[src/rtl/des_key_schedule.sv]
// des_key_schedule: sequential DES round-subkey generator, encrypt (K1..K16) or decrypt (K16..K1) order
// FIPS bit n (1 = MSB) of an N-bit vector sits at index N-n.
module des_key_schedule (
  input  logic        clk,
  input  logic        rst,
  input  logic        key_valid,
  output logic        key_ready,
  input  logic [63:0] key_in,
  input  logic        decrypt,
  output logic        subkey_valid,
  input  logic        subkey_ready,
  output logic [47:0] subkey,
  output logic [3:0]  subkey_num,
  output logic [3:0]  round_num,
  output logic        last
);
  localparam int PC1 [56] = '{
    57, 49, 41, 33, 25, 17,  9,  1, 58, 50, 42, 34, 26, 18,
    10,  2, 59, 51, 43, 35, 27, 19, 11,  3, 60, 52, 44, 36,
    63, 55, 47, 39, 31, 23, 15,  7, 62, 54, 46, 38, 30, 22,
    14,  6, 61, 53, 45, 37, 29, 21, 13,  5, 28, 20, 12,  4};
  localparam int PC2 [48] = '{
    14, 17, 11, 24,  1,  5,  3, 28, 15,  6, 21, 10,
    23, 19, 12,  4, 26,  8, 16,  7, 27, 20, 13,  2,
    41, 52, 31, 37, 47, 55, 30, 40, 51, 45, 33, 48,
    44, 49, 39, 56, 34, 53, 46, 42, 50, 36, 29, 32};
  typedef enum logic {IDLE, GEN} state_t;
  state_t      state, state_nx;
  logic [27:0] c, d, c_nx, d_nx;
  logic [3:0]  cnt, cnt_nx;
  logic        mode, mode_nx, one, gen;
  logic [55:0] cd_key, cd;
  logic [47:0] pc2_out;
  logic        unused_parity;
  function automatic logic [27:0] rot(input logic [27:0] x, input logic right, input logic by1);
    rot = right ? (by1 ? {x[0], x[27:1]} : {x[1:0], x[27:2]})
                : (by1 ? {x[26:0], x[27]} : {x[25:0], x[27:26]});
  endfunction
  assign unused_parity = ^{key_in[56], key_in[48], key_in[40], key_in[32],
                           key_in[24], key_in[16], key_in[8], key_in[0]};
  assign cd = {c, d};
  for (genvar i = 0; i < 56; i++) begin : g_pc1
    assign cd_key[55-i] = key_in[64-PC1[i]];
  end
  for (genvar i = 0; i < 48; i++) begin : g_pc2
    assign pc2_out[47-i] = cd[56-PC2[i]];
  end
  // Single-bit shifts fall on the same counter values for both directions
  assign one = (cnt == 4'd0) || (cnt == 4'd7) || (cnt == 4'd14);
  assign gen = (state == GEN);
  always_comb begin
    state_nx = state;
    c_nx     = c;
    d_nx     = d;
    cnt_nx   = cnt;
    mode_nx  = mode;
    if (!gen && key_valid) begin
      state_nx = GEN;
      mode_nx  = decrypt;
      cnt_nx   = 4'd0;
      c_nx     = decrypt ? cd_key[55:28] : rot(cd_key[55:28], 1'b0, 1'b1);
      d_nx     = decrypt ? cd_key[27:0]  : rot(cd_key[27:0],  1'b0, 1'b1);
    end else if (gen && subkey_ready) begin
      state_nx = (cnt == 4'd15) ? IDLE : GEN;
      cnt_nx   = (cnt == 4'd15) ? cnt : cnt + 4'd1;
      c_nx     = (cnt == 4'd15) ? c : rot(c, mode, one);
      d_nx     = (cnt == 4'd15) ? d : rot(d, mode, one);
    end
  end
  always_ff @(posedge clk or posedge rst) begin
    if (rst) begin
      state <= IDLE;
      c     <= '0;
      d     <= '0;
      cnt   <= '0;
      mode  <= 1'b0;
    end else begin
      state <= state_nx;
      c     <= c_nx;
      d     <= d_nx;
      cnt   <= cnt_nx;
      mode  <= mode_nx;
    end
  end
  assign key_ready    = !gen;
  assign subkey_valid = gen;
  assign subkey       = gen ? pc2_out : '0;
  assign round_num    = gen ? cnt : 4'd0;
  assign subkey_num   = gen ? (mode ? 4'd15 - cnt : cnt) : 4'd0;
  assign last         = gen && (cnt == 4'd15);
endmodule

[config.mk]
export PLATFORM = sky130hd
export DESIGN_NAME = des_key_schedule
export DESIGN_NICKNAME = d
export VERILOG_FILES = /design/src/rtl/des_key_schedule.sv
export SDC_FILE = /design/constraint.sdc
export NUM_CORES = 1
export LEC_CHECK = 0
export CORE_UTILIZATION = 45
export DETAILED_ROUTE_END_ITERATION = 8
export PLACE_DENSITY = 0.72
export SETUP_SLACK_MARGIN = 0.1
export SYNTH_ARGS = -nofsm -noshare
export SYNTH_HDL_FRONTEND = slang
export SYNTH_SLANG_ARGS = --single-unit
export TNS_END_PERCENT = 1
[constraint.sdc]
create_clock -name clk -period 2.6 [get_ports clk]
set_input_delay 0.65 -clock clk [delete_from_list [all_inputs] [get_ports clk]]
set_output_delay 0.65 -clock clk [all_outputs]
set_load 0.02 [all_outputs]
# Word-level counts from Yosys, hierarchy flattened
# Index checks and enable logic that the tools add are counted.
# totals
word_cells	44
romBits	0
latch_bits	0
ramBits	0
output_inout_bits	59
memories	0
reg_bits	62
# classes
div	0
n_mux	24
n_eq_ne	4
n_shift	0
multipliers	0
order_cmp	0
bitwise_logic	0
n_addsub	2
n_reduce_logical	9
# op_table
op	count
$mux W28	14
$mux W48	1
$mux W4	6
$eq A4 B4 Y1 const B	2
$add A4 B1 Y4 const B	1
$eq A4 B3 Y1 const B	1
$logic_not A4 Y1	1
$sub A4 B4 Y4 const A	1
$logic_and A1 B1 Y1	3
$mux W1	3
$logic_or A1 B1 Y1	2
$ne A2 B2 Y1 const B	1
$reduce_and A2 Y1	1
$reduce_bool A2 Y1	1
$logic_not A1 Y1	1

# Depth between registers and ports, before layout
# Gate-level depths: netlist (run 1).
# depth
ltp_word	8
depth_mapped	8
mapped_depth_nobuf	6

# Worst setup path after synthesis (run 1)
# OpenSTA, ideal clock, no wires.
# synth_path
path_kind	register to output
from	register state (netlist: subkey_valid)
to	output round_num[0]
path_buffers	3
t_arrival_ns	1.564
setup_slack_ns	0.386
path_stages_with_launch	6
cell_sequence	dfrtp_1 buf_4 inv_1 clkbuf_1 buf_1 nor2_1
# synth_via
elab_chain_cells	1
# synth_lines
item	line	text
start: declaration	28	state_t state, state_nx;
start signal: assignment	78	state <= state_nx;
$mux W4	88	assign round_num = gen ? cnt : 4'd0;
end: declaration	14	output logic [3:0] round_num,
# No other way between the ends.

# Final worst setup path (run 1)
# layout_path
from	register state (netlist: subkey_valid)
to	output subkey[17]
# layout_via
elab_chain_cells	1
# layout_lines
item	line	text
$mux W48	87	assign subkey = gen ? pc2_out : '0;
end: declaration	12	output logic [47:0] subkey,
# No other way between the ends.

==> metrics.yaml, run 1 <==
worst_hold_path:
  holdCritStartpoint: "d[1]"
  min_to: "d[1]"
  hold_depth: 2
  hold_class: "register to register"
placed_design:
  dp_hpwl_um: 11800
  dpl.cell_count: 1031
  dp_slack_ns: 0.296
  placed_area_um2: 7360
  place.gp.congestion: 0.835
  numPortBuffers: 119
sta:
  slew_violations: 0
  period_share_pct: 96.9
  setup-tns-final_ns: 0
  layout_min_cycle_time_ns: 2.52
  tightest_slew_ns: 0.753
  final-setup-viol-count: 0
  relSlewSlack_pct: 49.8
  finClkSkew_ns: 0.00890
  timing.final.ws_setup_ns: 0.0816
  rsz0062_at_grt: "true"
  fmax_mhz: 397
  hold_viol: 0
yosys:
  synthAdderAreaFrac_pct: 0.626
  synth-compound-area-share_pct: 38.4
  synth_area_leaders: "dfrtp_1, mux2_2, a211oi_2"
  synth_xor_area_share_pct: 1.02
  syn-cell-area_um2: 6000
  synth.top_cell.area_share_pct: 25.9
  syn_inst: 800
  yosys.area_share.simple_pct: 12.3
  synth_cell_type_count: 30
  syn_area_per_cell_um2: 7.50
  mappedNetlistNets: 872
  ys_warn_count: 0
  synthMuxAreaShare_pct: 11.3
  yosysTopAreaCell: "dfrtp_1"
  synth_top_family_by_area: "compound AO/OA/AOI/OAI gates"
  ys_seq_elements: 62
  seq_area_frac_synth_pct: 25.9
pwr:
  worst_ir_drop_vdd_mv: 0.585
  p_clk_share_pct: 13.2
  leakagePower_nw: 2.88
  p_sw_share_pct: 49.5
  power-per-cell-area_nw_per_um2: 1230
  power.switching_mw: 4.67
  cell_internal_pwr_mw: 4.76
  combinationalPowerShare_pct: 65.9
  p_seq_share_pct: 21.0
setup_path:
  cp_data_required_time_ns: 1.95
  timing.rr.end: "c[15]"
  critPathLaunchType: "register"
  crit_fanout: 32
  r2r_slack_ns: 0.33
  crit_slowest_cell: "clkdlybuf4s50_1"
  reg2regPathDepth: 7
  max_stage_delay_ns: 0.65
  path_cells: "clkinv_1, buf_4, nor2_1, clkdlybuf4s50_1"
  arrival_ns: 1.87
  endpoint_kind: "output port"
  critPathKind: "register to output port"
  rr_startpoint: "cnt[0]"
cells_and_area:
  drive_above_1_share_pct: 16.6
  fillerInstances: 1166
  areaGrowthSynthToFinish_pct: 27.7
  diodes: 0
  multi_input_area_um2: 3860
  nNetsFinal: 942
  fin_area_um2: 7660
  final_core_util_pct: 59.7
  final_cells: 1047
  layout.area.seq_um2: 1560
route:
  viasPerCell: 6.06
  dr.pass1.iters: 5
  wl_um: 18200
  drc_errors: 0
  drtAntennaViolNets: 0
  vias: 6342
  drtIter0Drc: 731
  wl_per_cell_um: 17.4
die:
  die_y_um: 117
  ioPinCount: 128
  fp-row-count: 41
  start_util_pct: 46.8
  core_um2: 12800
  die_w_um: 117
  die_area_um2: 13800
global_route:
  grt_pass1_vias: 6214
  grt_overflow_total: 0
  grt_usage_pct: 26.4
  grt_pass1_wl_um: 30400
  grt_start_max_net_pins: 60
  antenna_found_initial: 0
status:
  status: "finished clean"
flow_run:
  maxCapViolations: 0
clocking:
  tritoncts: "built"
  cts.reportedPaths.clkPinSlew_ns: 0.05
  insertion_delay_ns: 0.33
  h-tree-depth: 3
  cts_buffer_depth: 2
  cts_num_sinks: 62
  cts_hold_buf: 0
  clockRootBuffer: "clkbuf_16"
  numCtsBuffers: 9
## through the flow
| stage | power (mW) | hold slack (ns) |
|---|---|---|
| 6_report | 9.43 | 0.587 |
| 4_1_cts | 9.36 | 0.586 |
| 5_1_grt | 10.1 | 0.617 |
| 3_5_place_dp | 8.09 | 0.580 |
| 2_1_floorplan | 6.25 | 0.561 |
| 3_3_place_gp | 7.91 | 0.572 |
## worst max-delay path by stage
stage	slack [ns]	cells past startpoint	start	endpoint
after floorplan	0.39	5	subkey_valid	round_num[0]
after global routing	0.04	4	subkey_valid	subkey[17]
after CTS	0.1	4	subkey_valid	subkey[21]
after detailed placement	0.30	4	cnt[0]	last
after global placement	0.34	4	cnt[1]	last
final	0.08	4	subkey_valid	subkey[17]
## cell type report
| type | count | share of cell area, % |
|---|---|---|
| sequential | 62 | 20.3 |
| multi-input combinational | 594 | 50.4 |
| timing repair buffer | 142 | 19.5 |
| clock inverter | 3 | 0.555 |
| tap | 172 | 2.81 |
| clock buffer | 13 | 3.40 |
| inverter | 61 | 2.99 |
## power by group through the flow
stage | Combinational (mW) | Sequential, mW | Clock, mW
6_report | 6.21 | 1.98 | 1.24
5_1_grt | 6.72 | 2.05 | 1.30
4_1_cts | 6.15 | 1.96 | 1.25
3_5_place_dp | 6.11 | 1.97 | 0
3_3_place_gp | 5.98 | 1.93 | 0
2_1_floorplan | 4.42 | 1.83 | 0
## metal layers
layer | track usage (%) | vias to the layer above | share of wire (%)
li1 | - | 3017 | -
met1 | 36.9 | 2998 | 45
met2 | 43.0 | 307 | 47
met3 | 3.29 | 20 | 7.0
met4 | 6.73 | 0 | 1.0
met5 | 0 | - | 0
## sequential cells by signal (all words and copies together) (netlist names)
register      flops
mode              1
c                28
subkey_valid      1
cnt               4
d                28
## cells in the mapped netlist
cell type,number
mux2i_1,2
nand2_1,57
nand3_1,1
nor3b_2,1
xnor2_1,5
clkbuf_2,1
nor2b_1,1
and2_1,4
mux2_4,1
dfrtp_1,62
ha_1,3
and3_1,2
nand2b_1,1
clkbuf_1,42
o2bb2ai_1,56
mux2_2,57
buf_2,26
nand4_1,3
a21oi_1,56
o21ai_0,56
a211oi_2,40
o21ai_1,57
a211oi_1,16
buf_4,2
buf_1,6
a31oi_1,56
nor2_1,117
buf_6,6
xor2_1,2
inv_1,61
## cell families after synthesis
| family | after synthesis |
|---|---|
| flip-flops | 62 |
| AO/OA/AOI/OAI | 337 |
| adder cells (fa/ha/maj) | 3 |
| buffers and inverters | 144 |
| XOR/XNOR | 7 |
| AND/OR/NAND/NOR | 187 |
| multiplexers | 60 |
## timing repair
action | 4_1_cts | 5_1_grt
endpoints found under the setup margin | 2 | 25
buffers inserted | 0 | 0
gates resized for setup | 2 | 1
## critical path, delay by kind of cell (launching register included)
family,cells,cell delay [ns]
buffers and inverters,3,0.98
flip-flops,1,0.34
AND/OR/NAND/NOR,1,0.21
## cells in the final DEF (no fill, tap or decap), types with 57 or more instances in the layout
| master | n |
|---|---|
| clkdlybuf4s50_1 | 116 |
| nor2_1 | 116 |
| inv_1 | 59 |
| mux2_2 | 57 |
| o21ai_1 | 57 |
| dfrtp_1 | 61 |
Note: power is estimated with default switching activity, not from simulation.
==> inputs of run 2 (changes only) <==
Settings changed: ABC_CLOCK_PERIOD_IN_PS from default to 2600, CORE_UTILIZATION 45 to 41, PLACE_DENSITY 0.72 to 0.67, SETUP_SLACK_MARGIN 0.1 to 0.02.
==> metrics.yaml, run 2 (synthesis gave the netlist of run 1 again) <==
status:
  status: "finished clean"
global_route:
  grt_usage_pct: 24.9
  grt_pass1_wl_um: 29800
  grt_start_max_net_pins: 114
  antenna_found_initial: 0
  grt_pass1_vias: 5643
  grt_overflow_total: 0
placed_design:
  dp_slack_ns: 0.146
  dp_hpwl_um: 11700
  numPortBuffers: 119
  placed_area_um2: 7400
  place.gp.congestion: 0.796
route:
  vias: 6057
  drtAntennaViolNets: 0
  drc_errors: 0
  dr.pass1.iters: 5
  wl_um: 18200
  wl_per_cell_um: 17.2
  viasPerCell: 5.73
  drtIter0Drc: 529
setup_path:
  critPathKind: "register to output port"
  critPathLaunchType: "register"
  cp_data_required_time_ns: 1.95
  endpoint_kind: "output port"
  crit_fanout: 21
  arrival_ns: 1.82
sta:
  tightest_slew_ns: 0.581
  setup-tns-final_ns: 0
  rsz0062_at_grt: "false"
  fmax_mhz: 405
  layout_min_cycle_time_ns: 2.47
  hold_viol: 0
  period_share_pct: 95.0
  finClkSkew_ns: 0.00514
  final-setup-viol-count: 0
  relSlewSlack_pct: 61.3
  slew_violations: 0
  timing.final.ws_setup_ns: 0.129
cells_and_area:
  fin_area_um2: 7670
  diodes: 0
  drive_above_1_share_pct: 17.0
  areaGrowthSynthToFinish_pct: 27.9
  mostFrequentLayoutCells: "clkdlybuf4s50_1, nor2_1, dfrtp_1"
  reg_top3: "c: 28 flops, d: 28 flops, cnt: 4 flops"
  nNetsFinal: 944
  mostFrequentLayoutCell: "clkdlybuf4s50_1"
pwr:
  p_total_mw: 9.31
  combinationalPowerShare_pct: 66.8
  p_sw_share_pct: 49.7
  power-per-cell-area_nw_per_um2: 1210
  leakagePower_nw: 2.88
  worst_ir_drop_vdd_mv: 0.804
  power.switching_mw: 4.63
  cell_internal_pwr_mw: 4.68
  p_seq_share_pct: 21.2
  p_clk_share_pct: 12.0
die:
  core_um2: 14100
  die_area_um2: 15100
  start_util_pct: 42.6
  fp-row-count: 43
  die_y_um: 123
  ioPinCount: 128
  die_w_um: 123
flow_run:
  maxCapViolations: 0
clocking:
  h-tree-depth: 3
  cts_buffer_depth: 2
  insertion_delay_ns: 0.33
  cts.reportedPaths.clkPinSlew_ns: 0.06
  numCtsBuffers: 9
  clockRootBuffer: "clkbuf_16"
  cts_num_sinks: 62
  cts_setup_buffers: 0
  tritoncts: "built"
worst_hold_path:
  hold_class: "register to register"
-- run 2: area by class of cell --
type / count / area (µm²)
inverter: 61 / 231
sequential: 62 / 1560
timing repair buffer: 144 / 1540
fill: 1390 / 6420
tap: 180 / 225
clock buffer: 11 / 243
clock inverter: 5 / 25.0
multi-input combinational: 594 / 3860
-- run 2: routing by layer --
layer	GRT usage [%]	wire length, µm	share of wire [%]	vias up
li1	-	-	-	3035
met1	36.4	8800	48	2793
met2	39.0	8250	45	210
met3	2.26	920	5.1	19
met4	7.30	252	1.4	0
met5	0	0	0	-
-- run 2: through the flow --
step	hold WS [ns]	instances	util (%)
2_1_floorplan	0.561	800	-
3_3_place_gp	0.573	1041	52.5
3_5_place_dp	0.575	1041	52.5
4_1_cts	0.582	1057	54.4
5_1_grt	0.603	1057	54.4
6_report	0.586	1057	54.4
-- run 2: critical path: stages (launching register included) --
cell,delay (ns)
dfrtp_1,0.40
inv_4,0.21
buf_4,0.24
clkdlybuf4s50_1,0.62
-- run 2: power by group through the flow --
stage | Clock, mW | Combinational [mW] | Sequential (mW)
detailed placement | 0 | 6.13 | 1.97
global placement | 0 | 6.10 | 1.96
CTS | 1.13 | 6.18 | 1.96
floorplan | 0 | 4.42 | 1.83
finish | 1.12 | 6.22 | 1.97
global route | 1.16 | 6.79 | 2.06
-- run 2: worst paths after layout --
| kind | from | endpoint | slack (ns) | cells after the start |
|---|---|---|---|---|
| worst max-delay path | subkey_valid | key_ready | 0.13 | 3 |
| worst min-delay path | d[21] | d[21] | 0.59 | 2 |
| worst max register to register | cnt[0] | d[26] | 0.34 | 7 |
| worst min register to register | d[21] | d[21] | 0.59 | 2 |
| max in group asynchronous | rst | d[26] | 1.49 | 3 |
| min in group asynchronous | rst | c[10] | 0.62 | 2 |
-- run 2: what timing repair did --
item,in CTS,in global routing
setup endpoints to repair,30,0
endpoints found under the hold margin,0,0
resized for setup,3,0
hold buffers,0,0
